File: src/rtl/vga_draw_pkg.sv
// Shared definitions for the VGA draw scheduler: FSM state encoding,
// screen geometry and default coordinate/colour widths.
package vga_draw_pkg;

   typedef enum logic [1:0] {
      S_IDLE  = 2'd0,
      S_ARM   = 2'd1,
      S_DRAW  = 2'd2,
      S_DRAIN = 2'd3
   } state_t;

   localparam int unsigned SCREEN_W    = 160;
   localparam int unsigned SCREEN_H    = 120;
   localparam int unsigned NUM_REQ_DEF = 4;
   localparam int unsigned X_W_DEF     = 8;
   localparam int unsigned Y_W_DEF     = 7;
   localparam int unsigned C_W_DEF     = 9;

endpackage

File: src/rtl/vga_draw_scheduler_if.sv
// Bundle between the draw engines / game FSM and the draw scheduler.
//  master : engine side (requests, done, pixel stream) and VGA consumer
//  slave  : scheduler (run enables, completion pulses, VGA plot port, busy)
interface vga_draw_scheduler_if
   import vga_draw_pkg::*;
#(
   parameter int unsigned NUM_REQ = NUM_REQ_DEF,
   parameter int unsigned X_W     = X_W_DEF,
   parameter int unsigned Y_W     = Y_W_DEF,
   parameter int unsigned C_W     = C_W_DEF
);
   logic [NUM_REQ-1:0]     req;
   logic [NUM_REQ-1:0]     eng_done;
   logic [NUM_REQ-1:0]     eng_valid;
   logic [NUM_REQ*X_W-1:0] eng_x;
   logic [NUM_REQ*Y_W-1:0] eng_y;
   logic [NUM_REQ*C_W-1:0] eng_colour;
   logic [NUM_REQ-1:0]     eng_run_n;
   logic [NUM_REQ-1:0]     cmpl;
   logic [X_W-1:0]         vga_x;
   logic [Y_W-1:0]         vga_y;
   logic [C_W-1:0]         vga_colour;
   logic                   vga_plot;
   logic                   busy;

   modport master (
      output req, eng_done, eng_valid, eng_x, eng_y, eng_colour,
      input  eng_run_n, cmpl, vga_x, vga_y, vga_colour, vga_plot, busy
   );

   modport slave (
      input  req, eng_done, eng_valid, eng_x, eng_y, eng_colour,
      output eng_run_n, cmpl, vga_x, vga_y, vga_colour, vga_plot, busy
   );
endinterface

File: src/rtl/draw_req_arbiter.sv
// Combinational requester pick: first set req bit found searching upward
// from index start, wrapping at NUM_REQ. start=0 gives fixed priority.
//  req    : request vector
//  start  : first index to search
//  pick_c : winning index (valid when any_c)
//  any_c  : at least one request set
module draw_req_arbiter #(
   parameter int unsigned NUM_REQ = 4,
   parameter int unsigned GW      = $clog2(NUM_REQ)
) (
   input  logic [NUM_REQ-1:0] req,
   input  logic [GW-1:0]      start,
   output logic [GW-1:0]      pick_c,
   output logic               any_c
);

   // Outer loop walks search order, inner loop maps the rotated index to a constant bit.
   always_comb begin
      int unsigned idx;
      pick_c = '0;
      any_c  = 1'b0;
      idx    = 0;
      for (int unsigned i = 0; i < NUM_REQ; i++) begin
         idx = 32'(start) + i;
         if (idx >= NUM_REQ) idx = idx - NUM_REQ;
         for (int unsigned j = 0; j < NUM_REQ; j++) begin
            if (!any_c && (j == idx) && req[j]) begin
               any_c  = 1'b1;
               pick_c = GW'(j);
            end
         end
      end
   end

endmodule

File: src/rtl/vga_draw_scheduler.sv
// Shares the single VGA plot port between NUM_REQ draw engines. One engine at
// a time is released from reset, its pixel stream is forwarded to the VGA
// adapter with one cycle of latency, and a completion pulse is returned on
// the rising edge of its done flag.
//  clk, resetn : clock, async active-low reset
//  bus (slave) : req/eng_* in; eng_run_n, cmpl, vga_x/y/colour, vga_plot, busy out
// Build option: DRAW_SCHED_RR_EN selects round-robin arbitration
// (default fixed priority, index 0 highest).
module vga_draw_scheduler
   import vga_draw_pkg::*;
#(
   parameter int unsigned NUM_REQ = NUM_REQ_DEF,
   parameter int unsigned X_W     = X_W_DEF,
   parameter int unsigned Y_W     = Y_W_DEF,
   parameter int unsigned C_W     = C_W_DEF
) (
   input  logic                 clk,
   input  logic                 resetn,
   vga_draw_scheduler_if.slave  bus
);

   localparam int unsigned GW = $clog2(NUM_REQ);

   state_t               state, state_next;
   logic [GW-1:0]        g, g_next, start, pick_c;
   logic                 any_c;
   logic                 sel_valid, sel_done;
   logic [X_W-1:0]       sel_x;
   logic [Y_W-1:0]       sel_y;
   logic [C_W-1:0]       sel_colour;
   logic                 done_prev, done_prev_d;
   logic [NUM_REQ-1:0]   run_n_q, run_n_d, cmpl_q, cmpl_d;
   logic [X_W-1:0]       x_q, x_d;
   logic [Y_W-1:0]       y_q, y_d;
   logic [C_W-1:0]       colour_q, colour_d;
   logic                 plot_q, plot_d, busy_q, busy_d;

`ifdef DRAW_SCHED_RR_EN
   // Last served engine; search resumes one past it.
   logic [GW-1:0] last_g;
   always_ff @(posedge clk or negedge resetn) begin
      if (!resetn)               last_g <= GW'(NUM_REQ - 1);
      else if (state == S_DRAIN) last_g <= g;
   end
   assign start = (last_g == GW'(NUM_REQ - 1)) ? '0 : last_g + GW'(1);
`else
   assign start = '0;
`endif

   draw_req_arbiter #(.NUM_REQ(NUM_REQ), .GW(GW)) u_arb (
      .req    (bus.req),
      .start  (start),
      .pick_c (pick_c),
      .any_c  (any_c)
   );

   // Granted engine's pixel stream and done flag.
   always_comb begin
      sel_valid  = 1'b0;
      sel_done   = 1'b0;
      sel_x      = '0;
      sel_y      = '0;
      sel_colour = '0;
      for (int unsigned i = 0; i < NUM_REQ; i++) begin
         if (g == GW'(i)) begin
            sel_valid  = bus.eng_valid[i];
            sel_done   = bus.eng_done[i];
            sel_x      = bus.eng_x[i*X_W +: X_W];
            sel_y      = bus.eng_y[i*Y_W +: Y_W];
            sel_colour = bus.eng_colour[i*C_W +: C_W];
         end
      end
   end

   // State and grant register.
   always_ff @(posedge clk or negedge resetn) begin
      if (!resetn) begin
         state <= S_IDLE;
         g     <= '0;
      end else begin
         state <= state_next;
         g     <= g_next;
      end
   end

   // Next state; grant is only re-evaluated in IDLE.
   always_comb begin
      state_next = state;
      g_next     = g;
      case (state)
         S_IDLE:  if (any_c) begin
                     state_next = S_ARM;
                     g_next     = pick_c;
                  end
         S_ARM:   state_next = S_DRAW;
         S_DRAW:  if (sel_done && !done_prev) state_next = S_DRAIN;
         S_DRAIN: state_next = S_IDLE;
         default: state_next = S_IDLE;
      endcase
   end

   // Next values of the registered outputs.
   always_comb begin
      run_n_d  = '1;
      cmpl_d   = '0;
      busy_d   = (state_next != S_IDLE);
      plot_d   = 1'b0;
      x_d      = x_q;
      y_d      = y_q;
      colour_d = colour_q;
      // Done is tracked from ARM so a stale level is never taken as a rising edge.
      done_prev_d = 1'b1;
      for (int unsigned i = 0; i < NUM_REQ; i++) begin
         if (g_next == GW'(i)) begin
            run_n_d[i] = !((state_next == S_ARM) || (state_next == S_DRAW));
            cmpl_d[i]  = (state_next == S_DRAIN);
         end
      end
      if ((state == S_ARM) || (state == S_DRAW)) done_prev_d = sel_done;
      if (state == S_DRAW) begin
         plot_d = sel_valid;
         if (sel_valid) begin
            x_d      = sel_x;
            y_d      = sel_y;
            colour_d = sel_colour;
         end
      end
   end

   // Output registers.
   always_ff @(posedge clk or negedge resetn) begin
      if (!resetn) begin
         run_n_q   <= '1;
         cmpl_q    <= '0;
         plot_q    <= 1'b0;
         x_q       <= '0;
         y_q       <= '0;
         colour_q  <= '0;
         busy_q    <= 1'b0;
         done_prev <= 1'b1;
      end else begin
         run_n_q   <= run_n_d;
         cmpl_q    <= cmpl_d;
         plot_q    <= plot_d;
         x_q       <= x_d;
         y_q       <= y_d;
         colour_q  <= colour_d;
         busy_q    <= busy_d;
         done_prev <= done_prev_d;
      end
   end

   assign bus.eng_run_n  = run_n_q;
   assign bus.cmpl       = cmpl_q;
   assign bus.vga_plot   = plot_q;
   assign bus.vga_x      = x_q;
   assign bus.vga_y      = y_q;
   assign bus.vga_colour = colour_q;
   assign bus.busy       = busy_q;

endmodule

File: src/flat_wrapper.sv
// flat-port wrapper written by rule: the top's interface ports become plain ports
module vga_draw_scheduler_flat import vga_draw_pkg::*;
#(
   parameter int unsigned NUM_REQ = NUM_REQ_DEF,
   parameter int unsigned X_W     = X_W_DEF,
   parameter int unsigned Y_W     = Y_W_DEF,
   parameter int unsigned C_W     = C_W_DEF
)
  (clk, resetn, bus_req, bus_eng_done, bus_eng_valid, bus_eng_x, bus_eng_y, bus_eng_colour, bus_eng_run_n, bus_cmpl, bus_vga_x, bus_vga_y, bus_vga_colour, bus_vga_plot, bus_busy);
  vga_draw_scheduler_if #(.NUM_REQ(NUM_REQ), .X_W(X_W), .Y_W(Y_W), .C_W(C_W)) bus_i ();
  input  logic clk;
  input  logic resetn;
  input wire logic [$bits(bus_i.req)-1:0] bus_req;
  input wire logic [$bits(bus_i.eng_done)-1:0] bus_eng_done;
  input wire logic [$bits(bus_i.eng_valid)-1:0] bus_eng_valid;
  input wire logic [$bits(bus_i.eng_x)-1:0] bus_eng_x;
  input wire logic [$bits(bus_i.eng_y)-1:0] bus_eng_y;
  input wire logic [$bits(bus_i.eng_colour)-1:0] bus_eng_colour;
  output wire logic [$bits(bus_i.eng_run_n)-1:0] bus_eng_run_n;
  output wire logic [$bits(bus_i.cmpl)-1:0] bus_cmpl;
  output wire logic [$bits(bus_i.vga_x)-1:0] bus_vga_x;
  output wire logic [$bits(bus_i.vga_y)-1:0] bus_vga_y;
  output wire logic [$bits(bus_i.vga_colour)-1:0] bus_vga_colour;
  output wire logic [$bits(bus_i.vga_plot)-1:0] bus_vga_plot;
  output wire logic [$bits(bus_i.busy)-1:0] bus_busy;
  assign bus_i.req = bus_req;
  assign bus_i.eng_done = bus_eng_done;
  assign bus_i.eng_valid = bus_eng_valid;
  assign bus_i.eng_x = bus_eng_x;
  assign bus_i.eng_y = bus_eng_y;
  assign bus_i.eng_colour = bus_eng_colour;
  assign bus_eng_run_n = bus_i.eng_run_n;
  assign bus_cmpl = bus_i.cmpl;
  assign bus_vga_x = bus_i.vga_x;
  assign bus_vga_y = bus_i.vga_y;
  assign bus_vga_colour = bus_i.vga_colour;
  assign bus_vga_plot = bus_i.vga_plot;
  assign bus_busy = bus_i.busy;
  vga_draw_scheduler #(.NUM_REQ(NUM_REQ), .X_W(X_W), .Y_W(Y_W), .C_W(C_W)) u_core (.clk(clk), .resetn(resetn), .bus(bus_i));
endmodule
File: config.mk
export PLATFORM = sky130hd
export DESIGN_NAME = vga_draw_scheduler_flat
export DESIGN_NICKNAME = d
export VERILOG_FILES = /design/src/rtl/vga_draw_pkg.sv /design/src/rtl/vga_draw_scheduler_if.sv /design/src/rtl/draw_req_arbiter.sv /design/src/rtl/vga_draw_scheduler.sv /design/src/flat_wrapper.sv
export SDC_FILE = /design/constraint.sdc
export NUM_CORES = 1
export LEC_CHECK = 0
export CAP_MARGIN = 20
export CORE_UTILIZATION = 45
export CTS_CLUSTER_DIAMETER = 100
export DETAILED_ROUTE_END_ITERATION = 10
export DONT_BUFFER_PORTS = 1
export PLACE_DENSITY = 0.61
export SYNTH_ARGS = -nofsm -noshare
export SYNTH_HDL_FRONTEND = slang
export SYNTH_SLANG_ARGS = --single-unit
File: constraint.sdc
create_clock -name clk -period 4.1 [get_ports clk]
set_input_delay 0.82 -clock clk [delete_from_list [all_inputs] [get_ports clk]]
set_output_delay 0.82 -clock clk [all_outputs]
set_load 0.005 [all_outputs]
; Word level (Yosys, flattened, before mapping)
; Index checks and enable logic that the tools add are counted.
; Widths: inputs -> output; s select.
[classes]
eq_ne = 12
n_mux = 42
reduce_logical = 16
[ops]
columns = operator, count
row1 = $mux 9, 4
row2 = $mux 8, 4
row3 = $mux 7, 4
row4 = $mux 1, 23
row5 = $eq 2x2->1 const B, 8
row6 = $mux 2, 6
row7 = $eq 2x1->1 const B, 4
row8 = $pmux 2 s4, 1
row9 = $logic_not 2->1, 3
row10 = $logic_not 1->1, 5
row11 = $logic_and 1x1->1, 4
row12 = $logic_or 1x1->1, 2
row13 = $reduce_and 2->1, 1
row14 = $reduce_bool 2->1, 1
[totals]
regBits = 39
in_bits = 110
output_inout_bits = 34
elab_cells = 80

; Logic depth before layout (Yosys ltp)
; Gate-level depths: netlist of the first run.
[logic_depth]
ltp_word = 16
ltp_mapped = 7
mapped_depth_nobuf = 7

; Modules after synthesis
; Synthesis of the first run repeated with hierarchy kept, for this count alone.
[hier_totals]
cells_unflattened = 138
area_unflattened_um2 = 2272.2
[modules_own_cells]
columns = mod, instances, cells_per_inst, area_per_inst_um2
row1 = vga_draw_scheduler, 1, 127, 2202.1
row2 = draw_req_arbiter, 1, 11, 70.1

; Worst setup path before layout of the first run
; OpenSTA, ideal clock, no wires.
[synth_timing]
path_type = input to register
startpoint = input bus_req[2]
endpoint = register u_core.run_n_q[0], in the netlist u_core.bus.eng_run_n[0]
t_arrival_ns = 2.217
required_time_ns = 3.995
setup_slack_ns = 1.778
cell_stages = 5
path_buffers = 0
cell_sequence = or4b_2 o2111ai_1 nand3_1 ha_1 o211ai_1
[synth_between]
elab_chain_len = 11
elab_cells_between_ends = 17
cone_classes = 2 x eq/ne / 9 x mux / 6 x reduce/logical
[synth_rtl]
columns = item, line
row1 = start: declaration, flat_wrapper.sv:13  ; input wire logic [$bits(bus_i.req)-1:0] bus_req;
row2 = $logic_and 1x1->1 (*), draw_req_arbiter.sv:27  ; if (!any_c && (j == idx) && req[j]) begin
row3 = $mux 1 (*), draw_req_arbiter.sv:27
row4 = $logic_not 1->1, draw_req_arbiter.sv:27
row5 = $logic_and 1x1->1, draw_req_arbiter.sv:27
row6 = $mux 1 (*), draw_req_arbiter.sv:27
row7 = $mux 2 (*), vga_draw_scheduler.sv:91  ; S_IDLE: if (any_c) begin
row8 = $pmux 2 s4 (*), vga_draw_scheduler.sv:90  ; case (state)
row9 = via u_core.state_next[0], vga_draw_scheduler.sv:24  ; state_t state, state_next;
row10 = $eq 2x1->1 or $eq 2x2->1 (tied branches), vga_draw_scheduler.sv:115  ; run_n_d[i] = !((state_next == S_ARM) || (state_next == S_DRAW));
row11 = $logic_or 1x1->1 (*), vga_draw_scheduler.sv:115
row12 = $logic_not 1->1 (*), vga_draw_scheduler.sv:115
row13 = $mux 1 (*), vga_draw_scheduler.sv:114  ; if (g_next == GW'(i)) begin
row14 = via u_core.run_n_d[0], vga_draw_scheduler.sv:32  ; logic [NUM_REQ-1:0] run_n_q, run_n_d, cmpl_q, cmpl_d;
row15 = end signal: assignment, vga_draw_scheduler.sv:142  ; run_n_q <= run_n_d;
row16 = end: declaration, vga_draw_scheduler.sv:32
; Mark *: on every way through the listed nets, which the timed path passes. The rest lies on a longest branch.
; A chain may end at the register's enable or synchronous reset.

; Worst setup path in the final report of the first run
[layout_timing]
startpoint = register u_core.g[0]
endpoint = register u_core.x_q[7], in the netlist u_core.bus.vga_x[7]
[layout_between]
elab_chain_len = 6
elab_cells_between_ends = 13
cone_classes = 3 x eq/ne / 8 x mux / 2 x reduce/logical
[layout_rtl]
columns = item, line
row1 = start: declaration, vga_draw_scheduler.sv:25  ; logic [GW-1:0] g, g_next, start, pick_c;
row2 = start signal: assignment, vga_draw_scheduler.sv:82  ; g <= g_next;
row3 = $logic_not 2->1, vga_draw_scheduler.sv:65  ; if (g == GW'(i)) begin
row4 = $mux 1 (4 in series), vga_draw_scheduler.sv:65
row5 = $reduce_and 2->1 (no line), -
row6 = end signal: assignment, vga_draw_scheduler.sv:136  ; x_q <= '0;
row7 = end signal: assignment, vga_draw_scheduler.sv:145  ; x_q <= x_d;
row8 = end: declaration, vga_draw_scheduler.sv:33  ; logic [X_W-1:0] x_q, x_d;
; Parallel ways exist; a longest one is shown, timed or not.

==> results of run 1 <==
==> sequential cells by signal (all words and copies together), names as in the netlist <==
name / cells
u_core.done_prev: 1
u_core.g: 2
u_core.state: 2
u_core.bus.eng_run_n: 4
u_core.bus.vga_colour: 9
u_core.bus.vga_plot: 1
u_core.bus.cmpl: 4
u_core.bus.vga_y: 7
u_core.bus.busy: 1
u_core.bus.vga_x: 8
==> kinds of logic after synthesis <==
logic type,Yosys count
mux,50
flops,39
buf+inv,15
simple gates,15
compound gates,12
fa+ha+maj,5
==> layout make-up <==
class	instances	share of cell area
inverter	7	0.0109
multi-input combinational	82	0.494
tap	67	0.0348
clock inverter	2	0.0145
sequential	39	0.408
clock buffer	6	0.0343
timing repair buffer	1	0.00312
==> metal layers <==
layer,part of all wire,up-vias
met5,0,-
met4,0.0052,0
met3,0.10,2
met2,0.55,94
met1,0.35,605
li1,-,535
==> per-stage QoR <==
stage	cells	total power [W]	util	cell area, um2	hold WS [ns]
2_1_floorplan	136	0.00158	-	2270	0.504
3_3_place_gp	196	0.00166	0.479	2290	0.525
3_5_place_dp	196	0.00170	0.479	2290	0.525
4_1_cts	204	0.00205	0.503	2410	0.208
5_1_grt	204	0.00216	0.503	2410	0.194
6_report	204	0.00202	0.503	2410	0.218
==> where the power goes <==
part / switching, W / internal [W] / total (W) / leakage, nW
Combinational: 0.000343 / 0.000563 / 0.000906 / 0.537
Clock: 0.000134 / 0.000197 / 0.000331 / 0.0612
Sequential: 0.000202 / 0.000582 / 0.000784 / 0.462
==> critical path: stages (launching register included) <==
cell and delay (ns):
dfrtp_2 0.93, mux4_2 0.63, nand2_4 0.37, mux2_2 0.39
==> placed cells by master, fill, tap and decap left out, drive strengths merged <==
cell,netlist,routed
clkbuf,2,6
ha,5,5
and3,1,1
dfstp,5,5
buf,6,1
mux2,24,24
nor2b,2,2
inv,7,7
nand2,2,2
and4,2,2
o2111ai,1,1
nand2b,2,2
bufinv,0,1
mux4,26,26
o21ai,5,5
o211ai,2,2
nor2,1,1
or4b,1,1
o211a,2,2
or2,1,1
nand4,2,2
dfrtp,34,34
nand3,1,1
clkinv,0,1
o21a,2,2
==> worst min path at each step <==
stage                             startpoint                  endpoint  slack (ns)  cells past startpoint
floorplan           u_core.bus.vga_colour[8]  u_core.bus.vga_colour[8]        0.50                      1
global placement                      resetn       u_core.bus.vga_plot        0.53                      0
detailed placement                    resetn       u_core.bus.vga_plot        0.53                      0
CTS                                   resetn       u_core.bus.vga_x[5]        0.21                      0
global route                          resetn  u_core.bus.vga_colour[3]        0.19                      0
finish                                resetn       u_core.bus.vga_x[0]        0.22                      0
==> results.toml, run 1 <==
[outcome]
status = "complete, no violations"

[sta]
maxSlewHeadroom = 0.436
fin_tns_setup_ns = 0
fmax_mhz = 410
hold_viol = 0
slew_viol_final = 0
period_share = 0.595
setup_slack_ns = 1.66
skew_ns = 0.00907
setup_viol_count_final = 0
rsz0062_at_grt = "false"
min_period_ns = 2.44
tightest_slew_ns = 0.846

[clock_network]
cts-resized-gates = 0
clockBufferDepth = 2
cts_buffers = 5
htreeDepth = 2
clock_sinks = 39
path_clk_slew_ns = 0.08
hold_buffers = 0
cts_root_buffer = "clkbuf_8"
cts_setup_buffers = 0
clkLatencyLatePin_ns = 0.29
cts_tree = "built"

[final_layout]
seq_area_um2 = 983
nets = 251
diodes = 0
area_delta_synth_final_pct = 6.00
multi_input_area_mm2 = 0.00119
fill_cells = 404
drive_gt1_frac = 0.467

[global_routing]
grt_pass1_wl_um = 6870
grt-ovfl-total = 0
antenna_found_initial = 0
grt_busiest_layer = "met2"
met1_usage = 0.201
grt_use_met3 = 0.0608
met2_usage = 0.325
grt_max_degree = 40
track_usage = 0.181
grt_pass1_vias = 1397

[synthesis]
syn_inst = 136
synth_area_mm2 = 0.00227
synth-simple-area-share = 0.0446
synthXorXnorAreaFrac = 0
ys_async_sr_fraction = 1.00
yosys.cell_types.count = 28
synth_edf_count = 0
synth_fa_ha_area_frac = 0.0275
synth-main-ff-cell = "dfrtp_1"
synth_most_common_cell = "dfrtp_1"
yosysTopAreaCell = "dfrtp_1"
ys_seq_elements = 39
synth_compound_area_frac = 0.0369
synth_top_family_by_area = "multiplexers"
ys_top_cells_by_count = "34 x dfrtp_1, 22 x mux4_2, 19 x mux2_4"
ys_seq_area_frac = 0.432
avgSynthCellArea_um2 = 16.7
synth_nets = 251
yosys.area.top_type_share = 0.374
ys_warn_count = 0
muxShareOfSynthArea = 0.415
synth_area_leaders = "dfrtp_1 37%, mux4_2 22%, mux2_4 13%"

[routing]
firstDrtPassIters = 4
via_per_inst = 6.06
vias = 1236
drc = 0
drt_iter0_markers = 47
postRouteAntennaNets = 0
wl_per_cell_um = 23.6
wirelength_um = 4810

[die]
start_util = 0.475
die_h_um = 73.1
num_rows = 25
core_mm2 = 0.00479
dieArea_mm2 = 0.00534
die_x_um = 73.1
pin_count = 144

[critical_path]
cp.arrival_ns = 2.61
cp-end-kind = "flip-flop"
worstPathRequired_ns = 4.27
timing.rr.start = "u_core.g[0]"
cp-startpoint = "u_core.g[0]"
reg2reg_to = "u_core.bus.vga_x[7]"
worstSetupStartpointType = "flip-flop"
crit_path_end = "u_core.bus.vga_x[7]"
reg2reg_slack_ns = 1.66
ff2ff_path_depth = 3
path_class = "reg2reg"
crit_fanout = 28

[power]
power_density_mw_per_mm2 = 839
max-vdd-ir-drop_v = 0.000417
p_leak_nw = 1.06

[worst_hold_path]
min_path_type = "in2async"

[placement]
globalplace.congestion = 0.759
place_hpwl_um = 3540
pre_cts_ws_ns = 1.61
numPortBuffers = 0

[job]
drv_cap = 0
Note: power is estimated with default switching activity, not from simulation.
==> run 2, diff against run 1 <==
clock period = 2.35 ns   (was 4.1 ns; I/O delays follow)
==> run 2 against run 1 <==
Compared with the run above: non-clock buffer count grew 5; critical path type unchanged; die area is the same; sequential share of layout area shrank 1.2 points; critical path depth grew 4; clock skew shrank 0.0026 ns; final cell count grew 2.5%; largest cell class unchanged; critical endpoint is now u_core.bus.eng_run_n[1]; utilization grew 1.5 points.
==> results.toml, run 2 (same netlist as run 1, synthesis figures left out) <==
[final_layout]
diodes = 0
layout_commonest_cell = "dfrtp_1"
layout_common_cells = "33 x dfrtp_1, 22 x mux4_2, 19 x mux2_4"
largest_reg_flops = 9
drive_gt1_frac = 0.493
finish.utilization = 0.518
area_delta_synth_final_pct = 9.09
fill_cells = 413
nets = 256

[clock_network]
path_clk_slew_ns = 0.08
cts_tree = "built"
clkLatencyLatePin_ns = 0.29
cts_setup_buffers = 0
cts_buffers = 5
cts_root_buffer = "clkbuf_8"
htreeDepth = 2
clockBufferDepth = 2
clock_sinks = 39

[power]
power_density_mw_per_mm2 = 1470
power_w = 0.00365
max-vdd-ir-drop_v = 0.000741
p_leak_nw = 1.09

[global_routing]
grt_max_degree = 35
antenna_found_initial = 0
track_usage = 0.178
grt_pass1_wl_um = 6730
grt-ovfl-total = 0
grt_pass1_vias = 1342

[sta]
maxSlewHeadroom = 0.691
fin_tns_setup_ns = 0
fmax_mhz = 453
tightest_slew_ns = 0.459
slew_viol_final = 0
min_period_ns = 2.21
setup_viol_count_final = 0
period_share = 0.939
hold_viol = 0
skew_ns = 0.00651
rsz0062_at_grt = "false"

[routing]
drc = 0
drt_iter0_markers = 51
postRouteAntennaNets = 0
vias = 1315
firstDrtPassIters = 4
via_per_inst = 6.29
wl_per_cell_um = 23.2
wirelength_um = 4850

[critical_path]
slowest_delay_ns = 0.61
crit_fanout = 4
reg2reg_to = "u_core.bus.eng_run_n[1]"
worstSetupStartpointType = "flip-flop"
ff2ff_path_depth = 7
worstPathRequired_ns = 2.53
crit_chain = "inv_1, ha_1, or4b_2, o2111ai_1, nand3_2, ha_4, nand4_1"
cp-end-kind = "flip-flop"
worst-path-buf-inv = 1
cpMaxStageDelayCell = "or4b_2"
path_class = "reg2reg"
cp.arrival_ns = 2.39
critical_path.top_delay_family = "simple AND/OR/NAND/NOR gates"
reg2reg_slack_ns = 0.14
timing.rr.start = "u_core.state[0]"

[die]
core_mm2 = 0.00479
num_rows = 25
pin_count = 144
die_h_um = 73.1
dieArea_mm2 = 0.00534
start_util = 0.475
die_x_um = 73.1

[worst_hold_path]
holdPathStages = 2
min_from = "bus_req[0]"
min_to = "u_core.bus.eng_run_n[3]"
min_path_type = "in2reg"

[placement]
numPortBuffers = 0
globalplace.congestion = 0.791
place_hpwl_um = 3570

[outcome]
status = "complete, no violations"

[job]
drv_cap = 0
==> run 2: routing by layer <==
| metal | share of wire | vias to the layer above | routed length (um) | global-route usage |
|---|---|---|---|---|
| met3 | 0.098 | 4 | 474 | 0.0552 |
| met5 | 0 | - | 0 | 0 |
| met4 | 0.0091 | 0 | 44 | 0.0545 |
| met1 | 0.38 | 669 | 1820 | 0.215 |
| met2 | 0.52 | 95 | 2510 | 0.302 |
| li1 | - | 547 | - | - |
==> run 2: power by group <==
| group | internal (W) | switching, W |
|---|---|---|
| clock | 0.000344 | 0.000237 |
| combinational | 0.00106 | 0.000736 |
| sequential | 0.00102 | 0.000252 |
==> run 2: area by class of cell <==
class | instances | area [um2] | share of cell area
Timing Repair Buffer | 6 | 60.1 | 0.0242
Multi-Input combinational cell | 82 | 1210 | 0.487
Inverter | 7 | 26.3 | 0.0106
Tap cell | 67 | 83.8 | 0.0338
Clock buffer | 6 | 82.6 | 0.0333
Clock inverter | 2 | 35.0 | 0.0141
Sequential cell | 39 | 983 | 0.397
==> run 2: how the worst max path moves through the flow <==
stage,startpoint,end,slack (ns),cells after the start
global route,u_core.state[0],u_core.bus.eng_run_n[0],0.005,7
CTS,u_core.state[0],u_core.bus.eng_run_n[1],0.10,7
finish,u_core.state[0],u_core.bus.eng_run_n[1],0.14,7
floorplan,u_core.state[0],u_core.bus.eng_run_n[0],0.33,7
global placement,u_core.state[0],u_core.bus.eng_run_n[0],0.24,7
detailed placement,u_core.state[0],u_core.bus.eng_run_n[1],0.13,7
==> run 2: metrics by stage <==
step | cells | setup slack, ns | hold WS (ns) | instance area, um2
2_1_floorplan | 136 | 0.328 | 0.174 | 2270
5_1_grt | 209 | 0.00486 | 0.478 | 2480
4_1_cts | 208 | 0.103 | 0.00522 | 2450
3_3_place_gp | 199 | 0.239 | 0.175 | 2310
6_report | 209 | 0.142 | 0.479 | 2480
3_5_place_dp | 199 | 0.126 | 0.175 | 2310
==> run 2: timing repair <==
item | in CTS | in global routing
endpoints found under the setup margin | 0 | 6
hold endpoints to repair | 34 | 8
gates resized for setup | 0 | 3
hold buffers | 1 | 1
